## config.mk

```make
export PLATFORM = sky130hd
export DESIGN_NAME = blood_fx_ctrl
export DESIGN_NICKNAME = d
export VERILOG_FILES = /design/src/rtl/blood_fx_pkg.sv /design/src/rtl/blood_fx_channel.sv /design/src/rtl/blood_fx_ctrl.sv
export SDC_FILE = /design/constraint.sdc
export NUM_CORES = 1
export LEC_CHECK = 0
export ABC_AREA = 1
export CORE_ASPECT_RATIO = 0.75
export CORE_UTILIZATION = 49
export DETAILED_ROUTE_END_ITERATION = 16
export GPL_TIMING_DRIVEN = 0
export PLACE_DENSITY = 0.88
export SLEW_MARGIN = 0
export SYNTH_ARGS = -nofsm -noshare
export SYNTH_HDL_FRONTEND = slang
export SYNTH_HIERARCHICAL = 1
export SYNTH_SLANG_ARGS = --single-unit
```

## constraint.sdc

```tcl
create_clock -name clk -period 2.7 [get_ports clk]
set_input_delay 0.54 -clock clk [delete_from_list [all_inputs] [get_ports clk]]
set_output_delay 0.54 -clock clk [all_outputs]
set_load 0.1 [all_outputs]
```

## src/rtl/blood_fx_pkg.sv

```systemverilog
`default_nettype none
// ============================================================================
// Module   : blood_fx_pkg
// Purpose  : Shared constants and types for the blood-splat overlay
//            controller (sprite geometry, colour width, channel states).
// Ports    : none (package)
// Revision : 1.0 - initial release
// ============================================================================
package blood_fx_pkg;

  localparam int SPRITE_DIM = 64;   // splat sprite is SPRITE_DIM x SPRITE_DIM
  localparam int SPRITE_AW  = 6;    // row/col address width into the ROM
  localparam int COLOR_W    = 12;   // 4:4:4 RGB
  localparam int PIX_W      = 10;   // screen coordinate width
  localparam int CNT_W      = 8;    // frame hold counter width

  // Colour value that the ROM uses for "no paint here".
  localparam logic [COLOR_W-1:0] TRANSPARENT = 12'h000;

  typedef enum logic [0:0] {
    CH_IDLE   = 1'b0,
    CH_ACTIVE = 1'b1
  } ch_state_e;

endpackage : blood_fx_pkg
`default_nettype wire

```

## src/rtl/blood_fx_channel.sv

```systemverilog
`default_nettype none
// ============================================================================
// Module   : blood_fx_channel
// Purpose  : One hit-effect channel. Captures a hit as a pending anchor,
//            promotes it to the displayed anchor on frame_tick, holds it for
//            HOLD_FRAMES frames and tests the current pixel against the
//            64x64 splat window.
// Ports    : clk, reset           - clock, synchronous active-high reset
//            frame_tick           - once-per-frame pulse (vblank)
//            hit, hit_x, hit_y    - strike pulse and splat top-left corner
//            x, y                 - current pixel
//            in_win               - pixel lies inside the active splat
//            rel_row, rel_col     - pixel offset inside the splat
//            busy                 - channel active or a hit is pending
// Revision : 1.0 - initial release
// ============================================================================
module blood_fx_channel
  import blood_fx_pkg::*;
#(
  parameter int HOLD_FRAMES = 30
) (
  input  logic                 clk,
  input  logic                 reset,
  input  logic                 frame_tick,
  input  logic                 hit,
  input  logic [PIX_W-1:0]     hit_x,
  input  logic [PIX_W-1:0]     hit_y,
  input  logic [PIX_W-1:0]     x,
  input  logic [PIX_W-1:0]     y,
  output logic                 in_win,
  output logic [SPRITE_AW-1:0] rel_row,
  output logic [SPRITE_AW-1:0] rel_col,
  output logic                 busy
);

  localparam logic [CNT_W-1:0] HOLD_LD = CNT_W'(HOLD_FRAMES);

  ch_state_e          state, state_nx;
  logic               pend, pend_nx;
  logic [PIX_W-1:0]   pend_x, pend_x_nx, pend_y, pend_y_nx;
  logic [PIX_W-1:0]   anc_x, anc_x_nx, anc_y, anc_y_nx;
  logic [CNT_W-1:0]   cnt, cnt_nx;

  always_ff @(posedge clk) begin
    if (reset) begin
      state  <= CH_IDLE;
      pend   <= 1'b0;
      pend_x <= '0;
      pend_y <= '0;
      anc_x  <= '0;
      anc_y  <= '0;
      cnt    <= '0;
    end else begin
      state  <= state_nx;
      pend   <= pend_nx;
      pend_x <= pend_x_nx;
      pend_y <= pend_y_nx;
      anc_x  <= anc_x_nx;
      anc_y  <= anc_y_nx;
      cnt    <= cnt_nx;
    end
  end

  always_comb begin
    state_nx  = state;
    pend_nx   = pend;
    pend_x_nx = pend_x;
    pend_y_nx = pend_y;
    anc_x_nx  = anc_x;
    anc_y_nx  = anc_y;
    cnt_nx    = cnt;

    // The displayed anchor only moves at frame_tick so a splat never tears.
    if (frame_tick) begin
      if (pend) begin
        anc_x_nx = pend_x;
        anc_y_nx = pend_y;
        cnt_nx   = HOLD_LD;
        pend_nx  = 1'b0;
        state_nx = CH_ACTIVE;
      end else if (state == CH_ACTIVE) begin
        cnt_nx = cnt - 8'd1;
        if (cnt == 8'd1) begin
          state_nx = CH_IDLE;
        end
      end
    end

    // Evaluated after the tick so a coincident hit stays pending for the
    // following frame instead of being consumed now.
    if (hit) begin
      pend_nx   = 1'b1;
      pend_x_nx = hit_x;
      pend_y_nx = hit_y;
    end
  end

  // 11-bit differences: a pixel left of / above the anchor borrows into the
  // top bit and therefore fails the "< 64" test, so there is no wrap-around.
  logic [PIX_W:0] dx, dy;
  assign dx = {1'b0, x} - {1'b0, anc_x};
  assign dy = {1'b0, y} - {1'b0, anc_y};

  assign in_win  = (state == CH_ACTIVE) &&
                   (dx < (PIX_W+1)'(SPRITE_DIM)) &&
                   (dy < (PIX_W+1)'(SPRITE_DIM));
  assign rel_col = dx[SPRITE_AW-1:0];
  assign rel_row = dy[SPRITE_AW-1:0];
  assign busy    = (state == CH_ACTIVE) || pend;

endmodule : blood_fx_channel
`default_nettype wire

```

## src/rtl/blood_fx_ctrl.sv

```systemverilog
`default_nettype none
// ============================================================================
// Module   : blood_fx_ctrl
// Purpose  : Shares one 64x64 blood-splat sprite ROM between two player
//            hit-effect channels and produces a ROM-latency-aligned overlay.
// Ports    : clk, reset                 - clock, synchronous active-high reset
//            video_on, x, y             - current pixel and display flag
//            frame_tick                 - once-per-frame pulse
//            hit_p1/p2, p1_x/y, p2_x/y  - strike pulses and splat anchors
//            rom_row, rom_col           - sprite ROM address (combinational)
//            rom_data                   - ROM colour, one cycle after address
//            blood_on, blood_rgb        - overlay pixel for the pixel mux
//            busy_p1, busy_p2           - channel active or pending
// Revision : 1.0 - initial release
// ============================================================================
module blood_fx_ctrl
  import blood_fx_pkg::*;
#(
  parameter int HOLD_FRAMES = 30,
  parameter int FAIR        = 0
) (
  input  logic                 clk,
  input  logic                 reset,
  input  logic                 video_on,
  input  logic [PIX_W-1:0]     x,
  input  logic [PIX_W-1:0]     y,
  input  logic                 frame_tick,
  input  logic                 hit_p1,
  input  logic                 hit_p2,
  input  logic [PIX_W-1:0]     p1_x,
  input  logic [PIX_W-1:0]     p1_y,
  input  logic [PIX_W-1:0]     p2_x,
  input  logic [PIX_W-1:0]     p2_y,
  output logic [SPRITE_AW-1:0] rom_row,
  output logic [SPRITE_AW-1:0] rom_col,
  input  logic [COLOR_W-1:0]   rom_data,
  output logic                 blood_on,
  output logic [COLOR_W-1:0]   blood_rgb,
  output logic                 busy_p1,
  output logic                 busy_p2
);

  logic                 win1, win2;
  logic [SPRITE_AW-1:0] row1, col1, row2, col2;
  logic                 prio_p2;   // 0: P1 wins on overlap, 1: P2 wins
  logic                 own1, own2;
  logic                 sel_d;

  blood_fx_channel #(.HOLD_FRAMES(HOLD_FRAMES)) u_ch_p1 (
    .clk        (clk),
    .reset      (reset),
    .frame_tick (frame_tick),
    .hit        (hit_p1),
    .hit_x      (p1_x),
    .hit_y      (p1_y),
    .x          (x),
    .y          (y),
    .in_win     (win1),
    .rel_row    (row1),
    .rel_col    (col1),
    .busy       (busy_p1)
  );

  blood_fx_channel #(.HOLD_FRAMES(HOLD_FRAMES)) u_ch_p2 (
    .clk        (clk),
    .reset      (reset),
    .frame_tick (frame_tick),
    .hit        (hit_p2),
    .hit_x      (p2_x),
    .hit_y      (p2_y),
    .x          (x),
    .y          (y),
    .in_win     (win2),
    .rel_row    (row2),
    .rel_col    (col2),
    .busy       (busy_p2)
  );

  // With FAIR set the overlap winner swaps each frame; otherwise P1 keeps it.
  always_ff @(posedge clk) begin
    if (reset) begin
      prio_p2 <= 1'b0;
    end else if ((FAIR != 0) && frame_tick) begin
      prio_p2 <= ~prio_p2;
    end
  end

  assign own1 = win1 && (!win2 || !prio_p2);
  assign own2 = win2 && !own1;

  always_comb begin
    rom_row = '0;
    rom_col = '0;
    if (own1) begin
      rom_row = row1;
      rom_col = col1;
    end else if (own2) begin
      rom_row = row2;
      rom_col = col2;
    end
  end

  // Delays the "pixel selected" decision by the ROM's one-cycle read latency.
  always_ff @(posedge clk) begin
    if (reset) begin
      sel_d <= 1'b0;
    end else begin
      sel_d <= (win1 || win2) && video_on;
    end
  end

  assign blood_on  = sel_d && (rom_data != TRANSPARENT);
  assign blood_rgb = blood_on ? rom_data : '0;

endmodule : blood_fx_ctrl
`default_nettype wire
```

# Word level (Yosys, flattened, before mapping)
# Cells that the tools add are included.
# word_totals
regBits	101
word_cells	65
output_inout_bits	27
# classes
n_reduce_logical	20
addsub	6
n_mux	18
magnitude_cmp	4
eq_ne	2
# ops
op	n
< comparator 11 x 7 -> 1 bit, second input constant	4
subtractor 10 x 10 -> 11 bit	4
two-way mux 8 bit	4
two-way mux 6 bit	4
equality test 8 x 1 -> 1 bit, second input constant	2
subtractor 8 x 1 -> 8 bit, second input constant	2
two-way mux 12 bit	1
nonzero test 12 bit	1
two-way mux 1 bit	9
AND reduction 2 bit	4
nonzero test 2 bit	4
logical AND 1 bit	7
logical OR 1 bit	3
zero test 1 bit	1

# Logic depth before layout (Yosys ltp)
# depth
ltp_word	8
mapped_depth	18
mapped_depth_nobuf	17

# Modules after synthesis
# The synthesis kept the hierarchy.
# modules_own_cells
mod	cells_per_inst	instances	area_per_inst_um2
blood_fx_channel (u_ch_p1)	452	1	2972.9
blood_fx_channel (u_ch_p2)	439	1	2972.9
blood_fx_ctrl	81	1	350.3

# Least setup slack after synthesis
# OpenSTA, ideal clock, no wires.
# synth_path
kind	in2out
start	input y[0]
end	output rom_col[0]
path_slack_ns	-0.727
t_arrival_ns	2.887
t_required_ns	2.160
path_buffers	1
stages	15
path_cell_list	inv_1 ha_1 fa_1 inv_1 nand3_1 nand3_1 nand2_1 nand3_1 nand3_1 nor2_1 nand2_1 nor2_1 buf_2 nand2_1 nand2_1
# synth_between
elab_chain_cells	7
# synth_lines
item	line	source
start: declaration	blood_fx_ctrl.sv:26	input logic [PIX_W-1:0] y,
subtractor 10 x 10 -> 11 bit (*)	blood_fx_channel.sv:102	assign dy = {1'b0, y} - {1'b0, anc_y};
< comparator 11 x 7 -> 1 bit (*)	blood_fx_channel.sv:106	(dy < (PIX_W+1)'(SPRITE_DIM));
logical AND 1 bit (*)	blood_fx_channel.sv:105	(dx < (PIX_W+1)'(SPRITE_DIM)) &&
named net own1	blood_fx_ctrl.sv:46	logic own1, own2;
zero test 1 bit	blood_fx_ctrl.sv:89	assign own2 = win2 && !own1;
logical AND 1 bit	blood_fx_ctrl.sv:89	
two-way mux 6 bit	blood_fx_ctrl.sv:97	end else if (own2) begin
two-way mux 6 bit (*)	blood_fx_ctrl.sv:94	if (own1) begin
end: declaration	blood_fx_ctrl.sv:35	output logic [SPRITE_AW-1:0] rom_col,
# The timed path passes the listed nets; every way through them passes the cells marked *.

# Final worst setup path
# layout_path
start	register u_ch_p2.anc_x[0]
end	output rom_col[2]
# layout_between
elab_chain_cells	7
# layout_lines
item	line	source
start: declaration	blood_fx_channel.sv:41	logic [PIX_W-1:0] anc_x, anc_x_nx, anc_y, anc_y_nx;
start signal: assignment	blood_fx_channel.sv:58	anc_x <= anc_x_nx;
subtractor 10 x 10 -> 11 bit	blood_fx_channel.sv:101	assign dx = {1'b0, x} - {1'b0, anc_x};
< comparator 11 x 7 -> 1 bit	blood_fx_channel.sv:105	
logical AND 1 bit	blood_fx_channel.sv:104	assign in_win = (state == CH_ACTIVE) &&
logical AND 1 bit	blood_fx_channel.sv:105	
named net win2	blood_fx_ctrl.sv:43	logic win1, win2;
logical AND 1 bit	blood_fx_ctrl.sv:89	
two-way mux 6 bit	blood_fx_ctrl.sv:97	
two-way mux 6 bit	blood_fx_ctrl.sv:94	
# The timed path passes the listed nets, and every way through them passes these cells.

==> results.sh <==
export IMPL_run_status="finished, violations left"
export IMPL_violations="setup timing"
export IMPL_synthCells=972
export IMPL_cts_buffer_depth=2
export IMPL_max_vdd_ir_drop_mv=0.407
export IMPL_fin_nets=1222
export IMPL_fp_dieH_um=100
export IMPL_postRouteAntennaNets=0
export IMPL_place_gp_congestion=0.958
export IMPL_n_antenna_cell=0
export IMPL_min_period_over_period_pct=119
export IMPL_worst_path_buf_inv=4
export IMPL_power_leakage_nw=3.92
export IMPL_synthAdderAreaFrac_pct=10.0
export IMPL_place_hpwl_um=13300
export IMPL_grt_max_degree=16
export IMPL_cpLargestDelayFamily="simple AND/OR/NAND/NOR gates"
export IMPL_yosys_warnings=6
export IMPL_routed_wl_um=17500
export IMPL_hp_class="flip-flop to flip-flop"
export IMPL_coreArea_um2=12400
export IMPL_synth_distinct_cells=35
export IMPL_skew_ns=0.00548
export IMPL_slowest_stage="fa_2"
export IMPL_die_area_um2=13300
export IMPL_start_util_pct=50.8
export IMPL_fill_cells=944
export IMPL_drv_cap=0
export IMPL_ys_flop_type="dfxtp_1"
export IMPL_clk_pin_slew_ns=0.06
export IMPL_cts_buffers=9
export IMPL_power_density_nw_per_um2=454
export IMPL_layout_cells_most_common="nand2_1"
export IMPL_hold_path_depth=2
export IMPL_setup_ws_ns=-0.519
export IMPL_path_class="flip-flop to output pin"
export IMPL_dp_slack_ns=-2.09
export IMPL_start_kind="flip-flop"
export IMPL_dr_pass1_iters=7
export IMPL_drt_iter0_markers=483
export IMPL_grt_pass1_vias=6120
export IMPL_die_w_um=133
export IMPL_synth_xor_area_share_pct=2.23
export IMPL_grtUsageTotal_pct=27.1
export IMPL_io_pins=105
export IMPL_syn_to_final_growth_pct=41.0
export IMPL_worstPathArrival_ns=2.68
export IMPL_finalHoldViolCount=0
export IMPL_grt_pass1_wl_um=28900
export IMPL_synth_edff_count=0
export IMPL_port_buffer_count=104
export IMPL_worst_pin_slew_ns=0.974
export IMPL_via_per_inst=5.19
export IMPL_endpoint_kind="output pin"
export IMPL_slew_headroom_pct=34.9
export IMPL_vias=6555
export IMPL_async_reset_ff_share_pct=0
export IMPL_cp_data_required_time_ns=2.16
export IMPL_syn_area_per_cell_um2=6.48
export IMPL_worstPathMaxFanout=5
export IMPL_report_final_slew_viol_count=0
export IMPL_drive_gt1_share_pct=18.6
export IMPL_synth_ff_latch_count=101
export IMPL_ys_seq_area_share_pct=32.1
export IMPL_cp_depth=16
export IMPL_wl_per_cell_um=13.8
export IMPL_clock_sinks=101
export IMPL_max_stage_delay_ns=0.42
export IMPL_timing_fmax_mhz=311
export IMPL_grt_overflow=0
export IMPL_netlist_area_um2=6300
export IMPL_reg2regPathDepth=13
export IMPL_rsz0062_at_grt="yes"
export IMPL_setup_viol=12
export IMPL_path_cells="ha_4, inv_4, fa_2, nand4_1, nand2_1, nand2_1, nand2_1, inv_1, nand2_1, nor2_2, nand2_2, nor2_4, buf_6, nand3_4, nand2_8, buf_12"
export IMPL_synth_top_family_by_area="simple AND/OR/NAND/NOR gates"
export IMPL_synth_simple_area_share_pct=29.3
export IMPL_synthMuxAreaShare_pct=0
export IMPL_drc=0
export IMPL_layout_min_cycle_time_ns=3.22
export IMPL_utilization_pct=71.6
export IMPL_clock_latency_ns=0.34
export IMPL_syn_nets=1098
export IMPL_cts_tree="built"
export IMPL_final_cell_mix="170 x nand2_1, 151 x inv_1, 139 x nor2_1, 98 x dfxtp_1, 89 x o21ai_0"
export IMPL_htreeDepth=3
export IMPL_cts_root_buffer="clkbuf_16"
export IMPL_cpMostUsedCell="nand2_1"
export IMPL_rows=35
export IMPL_grt_antenna_before_repair=0
export IMPL_synth_compound_area_share_pct=14.5
==> registers in the layout, indices dropped and copies added (netlist names) <==
register        flops
u_ch_p1/cnt         8
u_ch_p2/anc_y      10
u_ch_p1/pend_y     10
u_ch_p1/anc_x      10
u_ch_p1/state       1
u_ch_p2/pend        1
u_ch_p2/state       1
u_ch_p2/cnt         8
u_ch_p1/pend_x     10
u_ch_p1/pend        1
u_ch_p2/anc_x      10
u_ch_p1/anc_y      10
sel_d               1
u_ch_p2/pend_y     10
u_ch_p2/pend_x     10
==> final timing paths <==
check	startpoint	endpoint	slack (ns)
min reg2reg	u_ch_p2/pend_x[0]	u_ch_p2/pend_x[0]	0.50
max reg2reg	u_ch_p2/anc_x[0]	sel_d	0.46
max	u_ch_p2/anc_x[0]	rom_col[2]	-0.52
min	u_ch_p2/pend_x[0]	u_ch_p2/pend_x[0]	0.50
==> layer usage <==
layer | track usage, % | vias to the layer above | routed length [µm]
li1 | - | 3309 | -
met1 | 36.0 | 2983 | 7790
met2 | 44.4 | 232 | 7910
met3 | 4.90 | 31 | 1350
met4 | 9.37 | 0 | 435
met5 | 0 | - | 0
==> metrics by stage <==
stage / hold WS (ns) / cells / setup TNS [ns] / cell area [µm²] / power (W)
after global routing: 0.518 / 1264 / -7.78 / 8880 / 0.00425
after global placement: 0.448 / 1242 / -30.81 / 8080 / 0.00268
after floorplan: 0.433 / 972 / -1.32 / 6830 / 0.00238
after CTS: 0.468 / 1265 / -5.63 / 8960 / 0.00401
final: 0.500 / 1264 / -6.07 / 8880 / 0.00403
after detailed placement: 0.454 / 1242 / -31.56 / 8080 / 0.00270
==> worst min-delay path, stage by stage, from the launching register on <==
cell     delay [ns]
dfxtp_1        0.32
o21ai_0        0.08
nor2_1         0.07
==> area by class of cell <==
type	count	area, µm²	area share [%]
Multi-Input combinational cell	675	4390	49.4
Sequential cell	101	2030	22.9
Timing Repair Buffer	114	1190	13.4
Inverter	168	657	7.40
Clock buffer	9	225	2.54
Tap cell	166	208	2.34
Buffer	27	133	1.49
Clock inverter	4	51.3	0.578
==> cells by family (layout without fill, tap and decap cells) <==
logic type	count (synthesis)	in the layout
and+or+nand+nor	441	441
adders and majority gates	48	48
xor gates and xnor gates	16	16
DFF	101	101
buffers and inverters	196	322
AOI/OAI and AO/OA	170	170
==> what timing repair did <==
item | in CTS | in global routing
endpoints found under the setup margin | 26 | 22
cloned | 1 | 0
pin swaps | 25 | 6
hold buffers | 0 | 0
setup buffers | 9 | 1
gates resized for setup | 240 | 29
==> cell usage after synthesis (all sizes together), types with 7 or more instances <==
cell type,count,area (µm²)
nand3,55,290
inv,166,623
a31oi,10,62.6
nand4,11,68.8
nor2,156,596
clkbuf,24,90.1
a21oi,64,339
o21ai,89,445
nand2,206,803
xor2,10,87.6
ha,44,551
nor3,7,35.0
dfxtp,101,2020
==> where the power goes <==
group	switching, W	internal [W]
sequential	0.0000541	0.00159
combinational	0.000682	0.000487
clock	0.000518	0.000704
Power figures use the tool's default switching activity.
